===== config.mk =====
export PLATFORM = sky130hd
export DESIGN_NAME = wptr_full_sync_ctrl_flat
export DESIGN_NICKNAME = d
export VERILOG_FILES = /design/src/rtl/wptr_full_sync_ctrl_if.sv /design/src/rtl/wptr_full_sync_ctrl.sv /design/src/flat_wrapper.sv
export SDC_FILE = /design/constraint.sdc
export NUM_CORES = 1
export LEC_CHECK = 0
export BUFFER_PORTS_ARGS = -buffer_cell sky130_fd_sc_hd__buf_2
export CORE_MARGIN = 2
export CORE_UTILIZATION = 45
export DETAILED_ROUTE_END_ITERATION = 16
export PLACE_DENSITY = 0.71
export SLEW_MARGIN = 25
export SYNTH_ARGS = -nofsm -noshare
export SYNTH_HDL_FRONTEND = slang
export SYNTH_SLANG_ARGS = --single-unit
export TNS_END_PERCENT = 100

===== constraint.sdc =====
create_clock -name wclk -period 4.5 [get_ports wclk]
set_input_delay 1.35 -clock wclk [delete_from_list [all_inputs] [get_ports wclk]]
set_output_delay 1.35 -clock wclk [all_outputs]
set_load 0.01 [all_outputs]

===== src/rtl/wptr_full_sync_ctrl_if.sv =====
// wptr_full_sync_ctrl_if: write-side request, read-pointer input and status bundle of the dual-clock FIFO
// master drives winc/rptr/ovf_clr and observes status; slave is the pointer controller
interface wptr_full_sync_ctrl_if #(parameter int ADDR_WIDTH = 4);
  logic winc;
  logic ovf_clr;
  logic wfull;
  logic walmost_full;
  logic wovf;
  logic [ADDR_WIDTH:0] rptr;
  logic [ADDR_WIDTH:0] wptr;
  logic [ADDR_WIDTH:0] wlevel;
  logic [ADDR_WIDTH-1:0] waddr;
  modport master(output winc, rptr, ovf_clr, input waddr, wptr, wfull, walmost_full, wlevel, wovf);
  modport slave(input winc, rptr, ovf_clr, output waddr, wptr, wfull, walmost_full, wlevel, wovf);
endinterface


===== src/rtl/wptr_full_sync_ctrl.sv =====
// wptr_full_sync_ctrl: write-domain pointer, full/almost-full/level and overflow status for a dual-clock FIFO
// wclk, wrst_n (async active-low); bus.slave: winc, rptr (Gray, async), ovf_clr in;
// waddr, wptr (Gray), wfull, walmost_full, wlevel, wovf out
// WPTR_OVF_DETECT_EN builds the sticky overflow flag; otherwise wovf is tied low
module wptr_full_sync_ctrl #(
  parameter int ADDR_WIDTH   = 4,
  parameter int SYNC_STAGES  = 2,
  parameter int AFULL_MARGIN = 2
) (
  input  logic                 wclk,
  input  logic                 wrst_n,
  wptr_full_sync_ctrl_if.slave bus
);
  localparam int PW = ADDR_WIDTH + 1;
  localparam logic [PW-1:0] DEPTH  = PW'(1) << ADDR_WIDTH;
  localparam logic [PW-1:0] MARGIN = PW'(AFULL_MARGIN);
  logic [PW-1:0] r_sync [SYNC_STAGES];
  logic [PW-1:0] r_wbin;
  logic [PW-1:0] r_wptr;
  logic [PW-1:0] r_wlevel;
  logic          r_wfull;
  logic          r_walmost_full;
  logic [PW-1:0] w_rq;
  logic [PW-1:0] w_rbin;
  logic [PW-1:0] w_wbin_next;
  logic [PW-1:0] w_wgray_next;
  logic [PW-1:0] w_level_next;
  logic          w_accept;
  assign w_rq = r_sync[SYNC_STAGES-1];
  // Gray to binary: each bit is the XOR of all Gray bits at and above it
  for (genvar i = 0; i < PW; i++) begin : g_g2b
    assign w_rbin[i] = ^(w_rq >> i);
  end
  assign w_accept     = bus.winc & ~r_wfull;
  assign w_wbin_next  = r_wbin + PW'(w_accept);
  assign w_wgray_next = (w_wbin_next >> 1) ^ w_wbin_next;
  assign w_level_next = w_wbin_next - w_rbin;
  always_ff @(posedge wclk or negedge wrst_n) begin
    if (!wrst_n) begin
      for (int k = 0; k < SYNC_STAGES; k++) r_sync[k] <= '0;
      r_wbin         <= '0;
      r_wptr         <= '0;
      r_wlevel       <= '0;
      r_wfull        <= 1'b0;
      r_walmost_full <= 1'b0;
    end else begin
      r_sync[0] <= bus.rptr;
      for (int k = 1; k < SYNC_STAGES; k++) r_sync[k] <= r_sync[k-1];
      r_wbin         <= w_wbin_next;
      r_wptr         <= w_wgray_next;
      // full when the write pointer is exactly one lap ahead: top two Gray bits inverted
      r_wfull        <= w_wgray_next == {~w_rq[PW-1:PW-2], w_rq[PW-3:0]};
      r_wlevel       <= w_level_next;
      r_walmost_full <= (DEPTH - w_level_next) <= MARGIN;
    end
  end
  assign bus.waddr        = r_wbin[ADDR_WIDTH-1:0];
  assign bus.wptr         = r_wptr;
  assign bus.wfull        = r_wfull;
  assign bus.walmost_full = r_walmost_full;
  assign bus.wlevel       = r_wlevel;
`ifdef WPTR_OVF_DETECT_EN
  logic r_wovf;
  // a new overflow outranks a simultaneous clear
  always_ff @(posedge wclk or negedge wrst_n) begin
    if (!wrst_n) r_wovf <= 1'b0;
    else r_wovf <= (bus.winc & r_wfull) | (r_wovf & ~bus.ovf_clr);
  end
  assign bus.wovf = r_wovf;
`else
  logic w_unused_ovf_clr;
  assign w_unused_ovf_clr = bus.ovf_clr;
  assign bus.wovf = 1'b0;
`endif
endmodule


===== src/flat_wrapper.sv =====
// flat-port wrapper written by rule: the top's interface ports become plain ports
module wptr_full_sync_ctrl_flat 
#(
  parameter int ADDR_WIDTH   = 4,
  parameter int SYNC_STAGES  = 2,
  parameter int AFULL_MARGIN = 2
)
  (wclk, wrst_n, bus_winc, bus_rptr, bus_ovf_clr, bus_waddr, bus_wptr, bus_wfull, bus_walmost_full, bus_wlevel, bus_wovf);
  wptr_full_sync_ctrl_if #(.ADDR_WIDTH(ADDR_WIDTH)) bus_i ();
  input  logic wclk;
  input  logic wrst_n;
  input wire logic [$bits(bus_i.winc)-1:0] bus_winc;
  input wire logic [$bits(bus_i.rptr)-1:0] bus_rptr;
  input wire logic [$bits(bus_i.ovf_clr)-1:0] bus_ovf_clr;
  output wire logic [$bits(bus_i.waddr)-1:0] bus_waddr;
  output wire logic [$bits(bus_i.wptr)-1:0] bus_wptr;
  output wire logic [$bits(bus_i.wfull)-1:0] bus_wfull;
  output wire logic [$bits(bus_i.walmost_full)-1:0] bus_walmost_full;
  output wire logic [$bits(bus_i.wlevel)-1:0] bus_wlevel;
  output wire logic [$bits(bus_i.wovf)-1:0] bus_wovf;
  assign bus_i.winc = bus_winc;
  assign bus_i.rptr = bus_rptr;
  assign bus_i.ovf_clr = bus_ovf_clr;
  assign bus_waddr = bus_i.waddr;
  assign bus_wptr = bus_i.wptr;
  assign bus_wfull = bus_i.wfull;
  assign bus_walmost_full = bus_i.walmost_full;
  assign bus_wlevel = bus_i.wlevel;
  assign bus_wovf = bus_i.wovf;
  wptr_full_sync_ctrl #(.ADDR_WIDTH(ADDR_WIDTH), .SYNC_STAGES(SYNC_STAGES), .AFULL_MARGIN(AFULL_MARGIN)) u_core (.wclk(wclk), .wrst_n(wrst_n), .bus(bus_i));
endmodule

==> report_table.html, run 1 <==
<table>
<tr><th>Metric</th><th>Value</th></tr>
<tr><th colspan="2">Synthesis</th></tr>
<tr><td>Synth unique cells</td><td>28</td></tr>
<tr><td>Mapped cell area</td><td>1250 sq um</td></tr>
<tr><td>Syn Nets</td><td>122</td></tr>
<tr><td>Flip-flop and latch count after synthesis</td><td>26</td></tr>
<tr><td>Mean instance size in the synthesized netlist</td><td>12.0 sq um</td></tr>
<tr><td>Number of synthesized flops with an enable pin</td><td>0</td></tr>
<tr><td>Share of synthesized registers carrying an async set or reset</td><td>100%</td></tr>
<tr><td>Gate Count Post-Synth</td><td>104</td></tr>
<tr><td>Sequential fraction of the synthesis area</td><td>52.1%</td></tr>
<tr><td>Count of synthesis-stage warnings from yosys</td><td>0</td></tr>
<tr><td>Most common flop cell mapped by yosys</td><td>sky130_fd_sc_hd__dfrtp_1</td></tr>
<tr><th colspan="2">Layout</th></tr>
<tr><td>Total area of sequential cells</td><td>651 sq um</td></tr>
<tr><td>Fin cells</td><td>about 160</td></tr>
<tr><td>Fill cell total of the finished layout</td><td>236</td></tr>
<tr><td>Proportion of layout cells with a drive suffix above 1</td><td>24.6%</td></tr>
<tr><td>Most used cells in the layout excluding fill and tap cells</td><td>sky130_fd_sc_hd__dfrtp_1, sky130_fd_sc_hd__buf_2, sky130_fd_sc_hd__xor2_1</td></tr>
<tr><td>Most common cell after layout, fill and taps aside</td><td>sky130_fd_sc_hd__dfrtp_1</td></tr>
<tr><td>Layout overhead on the synthesized area</td><td>15.9%</td></tr>
<tr><td>Final design area excluding fillers</td><td>1450 sq um</td></tr>
<tr><td>Multi-input gate area in the final layout</td><td>562 sq um</td></tr>
<tr><td>Final layout net count</td><td>149</td></tr>
<tr><td>Number of antenna cells inserted</td><td>0</td></tr>
<tr><th colspan="2">Placement</th></tr>
<tr><td>Post-DP HPWL</td><td>about 1500 um</td></tr>
<tr><td>Total instance count after detailed placement</td><td>about 160</td></tr>
<tr><td>Count of input and output buffers</td><td>23</td></tr>
<tr><td>DP Area</td><td>1400 sq um</td></tr>
<tr><td>Weighted congestion at the end of routability-driven global placement</td><td>0.790</td></tr>
<tr><th colspan="2">Timing</th></tr>
<tr><td>Normalized max-slew margin</td><td>a little over three fifths</td></tr>
<tr><td>Final number of setup-violating endpoints</td><td>0</td></tr>
<tr><td>Post-layout min period</td><td>3630 ps</td></tr>
<tr><td>Final number of hold-violating endpoints</td><td>0</td></tr>
<tr><td>Highest clock rate</td><td>between 200 and 300 MHz</td></tr>
<tr><td>Setup TNS after final layout</td><td>0 ps</td></tr>
<tr><td>Worst setup skew after layout</td><td>6.91 ps</td></tr>
<tr><td>Max-slew violation count</td><td>0</td></tr>
<tr><td>Setup repair after global routing missed its margin</td><td>no</td></tr>
<tr><td>Transition time at the pin with the least slew margin</td><td>555 ps</td></tr>
<tr><td>Period utilisation layout</td><td>80.8%</td></tr>
<tr><th colspan="2">Setup path</th></tr>
<tr><td>CP Buf/Inv Count</td><td>2</td></tr>
<tr><td>Arrival @ worst endpoint</td><td>3890 ps</td></tr>
<tr><td>Most common cell type on the critical path</td><td>sky130_fd_sc_hd__ha_1</td></tr>
<tr><td>Delay of the slowest cell on the worst path</td><td>310 ps</td></tr>
<tr><td>Max stage delay cell, worst path</td><td>sky130_fd_sc_hd__ha_1</td></tr>
<tr><td>Top fanout value on the critical path</td><td>3</td></tr>
<tr><td>Data required time of the worst path</td><td>4760 ps</td></tr>
<tr><td>Crit path cell chain</td><td>buf_2 &gt; nor2b_1 &gt; ha_1 &gt; ha_1 &gt; xor2_1 &gt; xor2_1 &gt; ha_1 &gt; inv_1 &gt; ha_1 &gt; nand2b_1 &gt; nand4_1 &gt; or3_1 &gt; mux2i_1</td></tr>
<tr><td>Crit end category</td><td>flop</td></tr>
<tr><td>Family with the most delay on the worst path</td><td>adder cells</td></tr>
<tr><td>Type of the worst setup path</td><td>in2reg</td></tr>
<tr><td>Critical Path Source Type</td><td>input pin</td></tr>
<tr><th colspan="2">Global route</th></tr>
<tr><td>Number of antenna violations at the first check in global routing</td><td>0</td></tr>
<tr><td>Wire length of the first global-routing pass</td><td>3410 um</td></tr>
<tr><td>Via count of the first global-routing pass</td><td>817</td></tr>
<tr><td>Gr usage total</td><td>roughly 14%</td></tr>
<tr><td>Aggregate global routing overflow</td><td>0</td></tr>
<tr><td>Pin count of the biggest net entering global routing</td><td>27</td></tr>
<tr><th colspan="2">Route</th></tr>
<tr><td>Total wirelength of the detailed-routed design</td><td>about 1900 um</td></tr>
<tr><td>Number of detailed-route iterations in the first pass</td><td>4</td></tr>
<tr><td>DRT antenna net count</td><td>0</td></tr>
<tr><td>Remaining routing DRC violations</td><td>0</td></tr>
<tr><td>Via-per-instance ratio</td><td>5.07</td></tr>
<tr><td>Detailed router's first-iteration violation count</td><td>8</td></tr>
<tr><td>Total via count in the routed design</td><td>817</td></tr>
<tr><td>Mean routed wirelength per cell</td><td>approximately 12 um</td></tr>
<tr><th colspan="2">CTS</th></tr>
<tr><td>Cell at the root of the clock tree</td><td>sky130_fd_sc_hd__clkbuf_4</td></tr>
<tr><td>Inserted Clock Buffers</td><td>3</td></tr>
<tr><td># Post-CTS Setup Buffers</td><td>0</td></tr>
<tr><td>Latest clock arrival within the worst-skew pair</td><td>330 ps</td></tr>
<tr><td>Resized Gates After CTS</td><td>0</td></tr>
<tr><td>CTS tree</td><td>done</td></tr>
<tr><td>Number of buffers inserted for hold repair after clock tree synthesis</td><td>0</td></tr>
<tr><td>Maximum clock insertion buffer count</td><td>2</td></tr>
<tr><td>Clk pin slew, worst setup/hold paths</td><td>approximately 140 ps</td></tr>
<tr><td>CTS sink count</td><td>26</td></tr>
<tr><td># H-tree levels</td><td>1</td></tr>
<tr><th colspan="2">Run</th></tr>
<tr><td>Total of max-cap violations</td><td>0</td></tr>
<tr><th colspan="2">Hold path</th></tr>
<tr><td>Worst min-delay path category</td><td>reg2reg</td></tr>
<tr><th colspan="2">Die</th></tr>
<tr><td>Die Footprint</td><td>between 3000 and 4000 sq um</td></tr>
<tr><td>DIE WIDTH</td><td>56.7 um</td></tr>
<tr><td>Vertical die dimension</td><td>56.7 um</td></tr>
<tr><td># IOs</td><td>26</td></tr>
<tr><td>Number of standard-cell rows in the floorplan</td><td>19</td></tr>
<tr><td>Starting Density</td><td>46.5%</td></tr>
<tr><td>Core footprint</td><td>2690 sq um</td></tr>
<tr><th colspan="2">Status</th></tr>
<tr><td>Outcome</td><td>complete, no violations</td></tr>
</table>
==> flip-flops by register name (all words and copies together), names as in the netlist <==
register                 cells
u_core.bus.wlevel            5
u_core.bus.wfull             1
u_core.bus.wptr              4
u_core.r_sync                5
u_core.w_rq                  5
u_core.bus.walmost_full      1
u_core.r_wbin                5
==> cell type report <==
cell class              count  share of cell area [%]
well taps                  31                    2.68
clock buffers               3                    1.55
multi-input cells          69                    38.8
clock inverters             1                    2.07
inverters                   8                    2.07
flip-flops and latches     26                    44.9
repair buffers             23                    7.94
==> per-stage QoR <==
stage               setup slack (ps)  utilization [%]  hold slack (ps)
global route                     624             53.9              378
CTS                              843             53.9              368
floorplan                        823                -              331
global placement                 587             52.0              333
detailed placement               500             52.0              335
finish                           866             53.9              366
==> path summary, 6_finish.rpt <==
path	start	cells past startpoint	slack [ps]	end
setup / recovery	bus_winc	13	870	u_core.bus.walmost_full$_DFF_PN0_
hold / removal	u_core.r_sync[7]$_DFF_PN0_	0	370	u_core.w_rq[2]$_DFF_PN0_
setup reg to reg	u_core.w_rq[4]$_DFF_PN0_	12	1490	u_core.bus.walmost_full$_DFF_PN0_
hold reg to reg	u_core.r_sync[7]$_DFF_PN0_	0	370	u_core.w_rq[2]$_DFF_PN0_
max in group asynchronous	wrst_n	1	3150	u_core.bus.wlevel[3]$_DFF_PN0_
min in group asynchronous	wrst_n	1	980	u_core.bus.wfull$_DFF_PN0_
==> synthesized netlist by cell type (all sizes together) (2+ instances only) <==
library cell   n  area (sq um)
dfrtp         26           651
xor2          13           121
ha             9           113
inv            8          30.0
xnor2          8          70.1
nand2          7          26.3
nand3          6          30.0
a21oi          3          26.3
o21ai          3          15.0
a211oi         2          15.0
mux2i          2          20.0
nand4          2          12.5
or3            2          12.5
==> metal layers <==
metal	GRT usage (%)	wire (um)	vias to the layer above
met5	0	0	-
met3	2.53	61	5
met2	23.6	1010	15
met4	7.82	48	0
li1	-	-	395
met1	16.0	813	402
==> logic make-up after synthesis <==
logic type / count (synthesis) / share of synthesized area, %
adder cells (fa/ha/maj): 9 / 9.01
other: 1 / 0.300
multiplexers: 3 / 2.50
AO/OA/AOI/OAI: 11 / 6.51
XOR/XNOR: 22 / 17.2
buffers and inverters: 9 / 3.00
flip-flops: 26 / 52.1
AND/OR/NAND/NOR: 23 / 9.41
Power of run 1 is left out: the tool's default activity adds up to more than one toggle a clock period on the data nets, which glitch-free logic cannot reach.
==> run 2: changes to the inputs <==
==> constraint.sdc (replaced) <==
create_clock -name wclk -period 3.6 [get_ports wclk]
set_input_delay 1.08 -clock wclk [delete_from_list [all_inputs] [get_ports wclk]]
set_output_delay 1.08 -clock wclk [all_outputs]
set_load 0.01 [all_outputs]
==> run 2 against run 1 <==
Compared with the run above: count of clock-buffer cells in the layout grew 1; register-to-register slack got worse by 850 ps; routed wire length shrank 0.83%; highest routed layer unchanged; sequential cell count unchanged; worst setup slack worse by 490 ps.
==> report_table.html, run 2 (synthesized netlist as in run 1, its figures left out) <==
<table>
<tr><th>Metric</th><th>Value</th></tr>
<tr><th colspan="2">Status</th></tr>
<tr><td>Outcome</td><td>complete, no violations</td></tr>
<tr><th colspan="2">Global route</th></tr>
<tr><td>Global routing usage on met1</td><td>16.8%</td></tr>
<tr><td>Wire length of the first global-routing pass</td><td>3440 um</td></tr>
<tr><td>Busiest layer in global routing</td><td>met2</td></tr>
<tr><td>Gr usage total</td><td>13.9%</td></tr>
<tr><td>Aggregate global routing overflow</td><td>0</td></tr>
<tr><td>Global-route met2 utilization</td><td>23.6%</td></tr>
<tr><td>Pin count of the biggest net entering global routing</td><td>27</td></tr>
<tr><td>Via count of the first global-routing pass</td><td>830</td></tr>
<tr><td>Global routing usage on met3</td><td>3.00%</td></tr>
<tr><td>Number of antenna violations at the first check in global routing</td><td>0</td></tr>
<tr><th colspan="2">CTS</th></tr>
<tr><td>Cell at the root of the clock tree</td><td>sky130_fd_sc_hd__clkbuf_4</td></tr>
<tr><td>Maximum clock insertion buffer count</td><td>2</td></tr>
<tr><td>Number of buffers inserted for hold repair after clock tree synthesis</td><td>0</td></tr>
<tr><td>Latest clock arrival within the worst-skew pair</td><td>320 ps</td></tr>
<tr><td>Clk pin slew, worst setup/hold paths</td><td>about 130 ps</td></tr>
<tr><td>CTS tree</td><td>done</td></tr>
<tr><td># Post-CTS Setup Buffers</td><td>0</td></tr>
<tr><td>CTS sink count</td><td>26</td></tr>
<tr><td># H-tree levels</td><td>1</td></tr>
<tr><td>Inserted Clock Buffers</td><td>3</td></tr>
<tr><td>Resized Gates After CTS</td><td>0</td></tr>
<tr><th colspan="2">Layout</th></tr>
<tr><td>Final design area excluding fillers</td><td>~1500 sq um</td></tr>
<tr><td>Most used cells in the layout excluding fill and tap cells</td><td>sky130_fd_sc_hd__dfrtp_1, sky130_fd_sc_hd__buf_2, sky130_fd_sc_hd__xor2_1</td></tr>
<tr><td>Fill cell total of the finished layout</td><td>~240</td></tr>
<tr><td>Final layout net count</td><td>157</td></tr>
<tr><td>Layout overhead on the synthesized area</td><td>19.4%</td></tr>
<tr><td>Most common cell after layout, fill and taps aside</td><td>sky130_fd_sc_hd__dfrtp_1</td></tr>
<tr><td>Number of antenna cells inserted</td><td>0</td></tr>
<tr><td>Fin cells</td><td>169</td></tr>
<tr><td>Proportion of layout cells with a drive suffix above 1</td><td>29.0%</td></tr>
<tr><td>Total area of sequential cells</td><td>between 600 and 700 sq um</td></tr>
<tr><td>Multi-input gate area in the final layout</td><td>562 sq um</td></tr>
<tr><th colspan="2">Route</th></tr>
<tr><td>Remaining routing DRC violations</td><td>0</td></tr>
<tr><td>Mean routed wirelength per cell</td><td>between 10 and 15 um</td></tr>
<tr><td>Detailed router's first-iteration violation count</td><td>12</td></tr>
<tr><td>DRT antenna net count</td><td>0</td></tr>
<tr><td>Total wirelength of the detailed-routed design</td><td>1920 um</td></tr>
<tr><td>Total via count in the routed design</td><td>814</td></tr>
<tr><td>Number of detailed-route iterations in the first pass</td><td>4</td></tr>
<tr><td>Via-per-instance ratio</td><td>4.82</td></tr>
<tr><th colspan="2">Setup path</th></tr>
<tr><td>CP endpoint</td><td>u_core.bus.walmost_full$_DFF_PN0_</td></tr>
<tr><td>Type of the worst setup path</td><td>in2reg</td></tr>
<tr><td>Crit end category</td><td>flop</td></tr>
<tr><td>Top fanout value on the critical path</td><td>2</td></tr>
<tr><td>Arrival @ worst endpoint</td><td>3480 ps</td></tr>
<tr><td>Launching instance or port of the critical path</td><td>bus_winc</td></tr>
<tr><td>Critical register-to-register path startpoint</td><td>u_core.w_rq[4]$_DFF_PN0_</td></tr>
<tr><td>Reg-to-Reg End</td><td>u_core.bus.walmost_full$_DFF_PN0_</td></tr>
<tr><td>Number of cells traversed by the worst register-to-register path</td><td>12</td></tr>
<tr><td>Reg-to-reg slack, setup</td><td>approximately 640 ps</td></tr>
<tr><td>Data required time of the worst path</td><td>3850 ps</td></tr>
<tr><td>Critical Path Source Type</td><td>input pin</td></tr>
<tr><th colspan="2">Placement</th></tr>
<tr><td>Pre-CTS setup slack</td><td>23.4 ps</td></tr>
<tr><td>Weighted congestion at the end of routability-driven global placement</td><td>between 0.7 and 0.8</td></tr>
<tr><td>Total instance count after detailed placement</td><td>around 170</td></tr>
<tr><td>DP Area</td><td>1460 sq um</td></tr>
<tr><td>Post-DP HPWL</td><td>around 1500 um</td></tr>
<tr><td>Count of input and output buffers</td><td>23</td></tr>
<tr><th colspan="2">Timing</th></tr>
<tr><td>Post-layout min period</td><td>3220 ps</td></tr>
<tr><td>Highest clock rate</td><td>310 MHz</td></tr>
<tr><td>Worst setup skew after layout</td><td>2.43 ps</td></tr>
<tr><td>Final number of hold-violating endpoints</td><td>0</td></tr>
<tr><td>Least setup slack across all paths after layout</td><td>379 ps</td></tr>
<tr><td>Normalized max-slew margin</td><td>63.5%</td></tr>
<tr><td>Setup TNS after final layout</td><td>0 ps</td></tr>
<tr><td>Period utilisation layout</td><td>89.5%</td></tr>
<tr><td>Transition time at the pin with the least slew margin</td><td>548 ps</td></tr>
<tr><td>Setup repair after global routing missed its margin</td><td>no</td></tr>
<tr><td>Hold slack final</td><td>364 ps</td></tr>
<tr><td>Final number of setup-violating endpoints</td><td>0</td></tr>
<tr><td>Max-slew violation count</td><td>0</td></tr>
<tr><th colspan="2">Die</th></tr>
<tr><td>Die Footprint</td><td>3220 sq um</td></tr>
<tr><td>DIE WIDTH</td><td>56.7 um</td></tr>
<tr><td>Number of standard-cell rows in the floorplan</td><td>19</td></tr>
<tr><td># IOs</td><td>26</td></tr>
<tr><td>Core footprint</td><td>2690 sq um</td></tr>
<tr><td>Vertical die dimension</td><td>56.7 um</td></tr>
<tr><td>Starting Density</td><td>between 40% and 50%</td></tr>
<tr><th colspan="2">Power</th></tr>
<tr><td>Comb pwr share</td><td>around 65%</td></tr>
<tr><td>Power density of the placed cells</td><td>1140 nW/um^2</td></tr>
<tr><td>Fraction of power spent switching nets</td><td>41.7%</td></tr>
<tr><td>Internal power of the cells</td><td>0.989 mW</td></tr>
<tr><td>Part of the total power dissipated in the clock network</td><td>under 10%</td></tr>
<tr><td>Worst voltage drop across the vdd grid</td><td>~0.0007 V</td></tr>
<tr><td>Net switching power figure</td><td>0.707 mW</td></tr>
<tr><td>Leakage power summed over all cells</td><td>0.737 nW</td></tr>
<tr><td>Sequential share of power</td><td>26.3%</td></tr>
<tr><th colspan="2">Hold path</th></tr>
<tr><td>Worst min-delay path category</td><td>reg2reg</td></tr>
<tr><td>Hold path startpoint</td><td>u_core.r_sync[7]$_DFF_PN0_</td></tr>
<tr><th colspan="2">Run</th></tr>
<tr><td>Total of max-cap violations</td><td>0</td></tr>
</table>
==> run 2: critical path: stages <==
cell,delay (ps)
sky130_fd_sc_hd__buf_2,90
sky130_fd_sc_hd__nor2b_1,130
sky130_fd_sc_hd__ha_1,190
sky130_fd_sc_hd__ha_1,320
sky130_fd_sc_hd__xor2_1,220
sky130_fd_sc_hd__xor2_1,220
sky130_fd_sc_hd__ha_1,280
sky130_fd_sc_hd__inv_1,80
sky130_fd_sc_hd__ha_1,220
sky130_fd_sc_hd__nand2b_1,100
sky130_fd_sc_hd__nand4_1,100
sky130_fd_sc_hd__or3_1,310
sky130_fd_sc_hd__mux2i_1,130
==> run 2: area by class of cell <==
class / instances / share of cell area [%]
Tap cell: 31 / 2.60
Timing Repair Buffer: 31 / 11.7
Multi-Input combinational cell: 69 / 37.6
Inverter: 8 / 2.01
Clock buffer: 4 / 2.43
Sequential cell: 26 / 43.6
==> run 2: worst min-delay path by stage <==
stage                               endpoint  slack (ps)  cells past startpoint
floorplan           u_core.w_rq[0]$_DFF_PN0_         330                      0
global placement    u_core.w_rq[2]$_DFF_PN0_         330                      0
detailed placement  u_core.w_rq[2]$_DFF_PN0_         330                      0
CTS                 u_core.w_rq[2]$_DFF_PN0_         370                      0
global route        u_core.w_rq[4]$_DFF_PN0_         380                      0
finish              u_core.w_rq[2]$_DFF_PN0_         360                      0
==> run 2: layer usage <==
layer	share of wire (%)	wire length, um	vias up
li1	-	-	414
met1	43	817	382
met2	52	990	13
met3	3.9	75	5
met4	1.9	37	0
met5	0	0	-
==> run 2: power groups by stage <==
stage	sequential [mW]	combinational, mW	clock (mW)
2_1_floorplan	0.500	0.686	0
3_3_place_gp	0.451	1.08	0
3_5_place_dp	0.456	1.12	0
4_1_cts	0.449	1.12	0.152
5_1_grt	0.461	1.25	0.163
6_report	0.447	1.10	0.146
==> run 2: metrics by stage <==
step                power (mW)  util (%)
floorplan                 1.19         -
global placement          1.53      54.2
detailed placement        1.57      54.2
CTS                       1.72      55.6
global route              1.87      55.6
finish                    1.70      55.6
(Power assumes the default switching activity.)
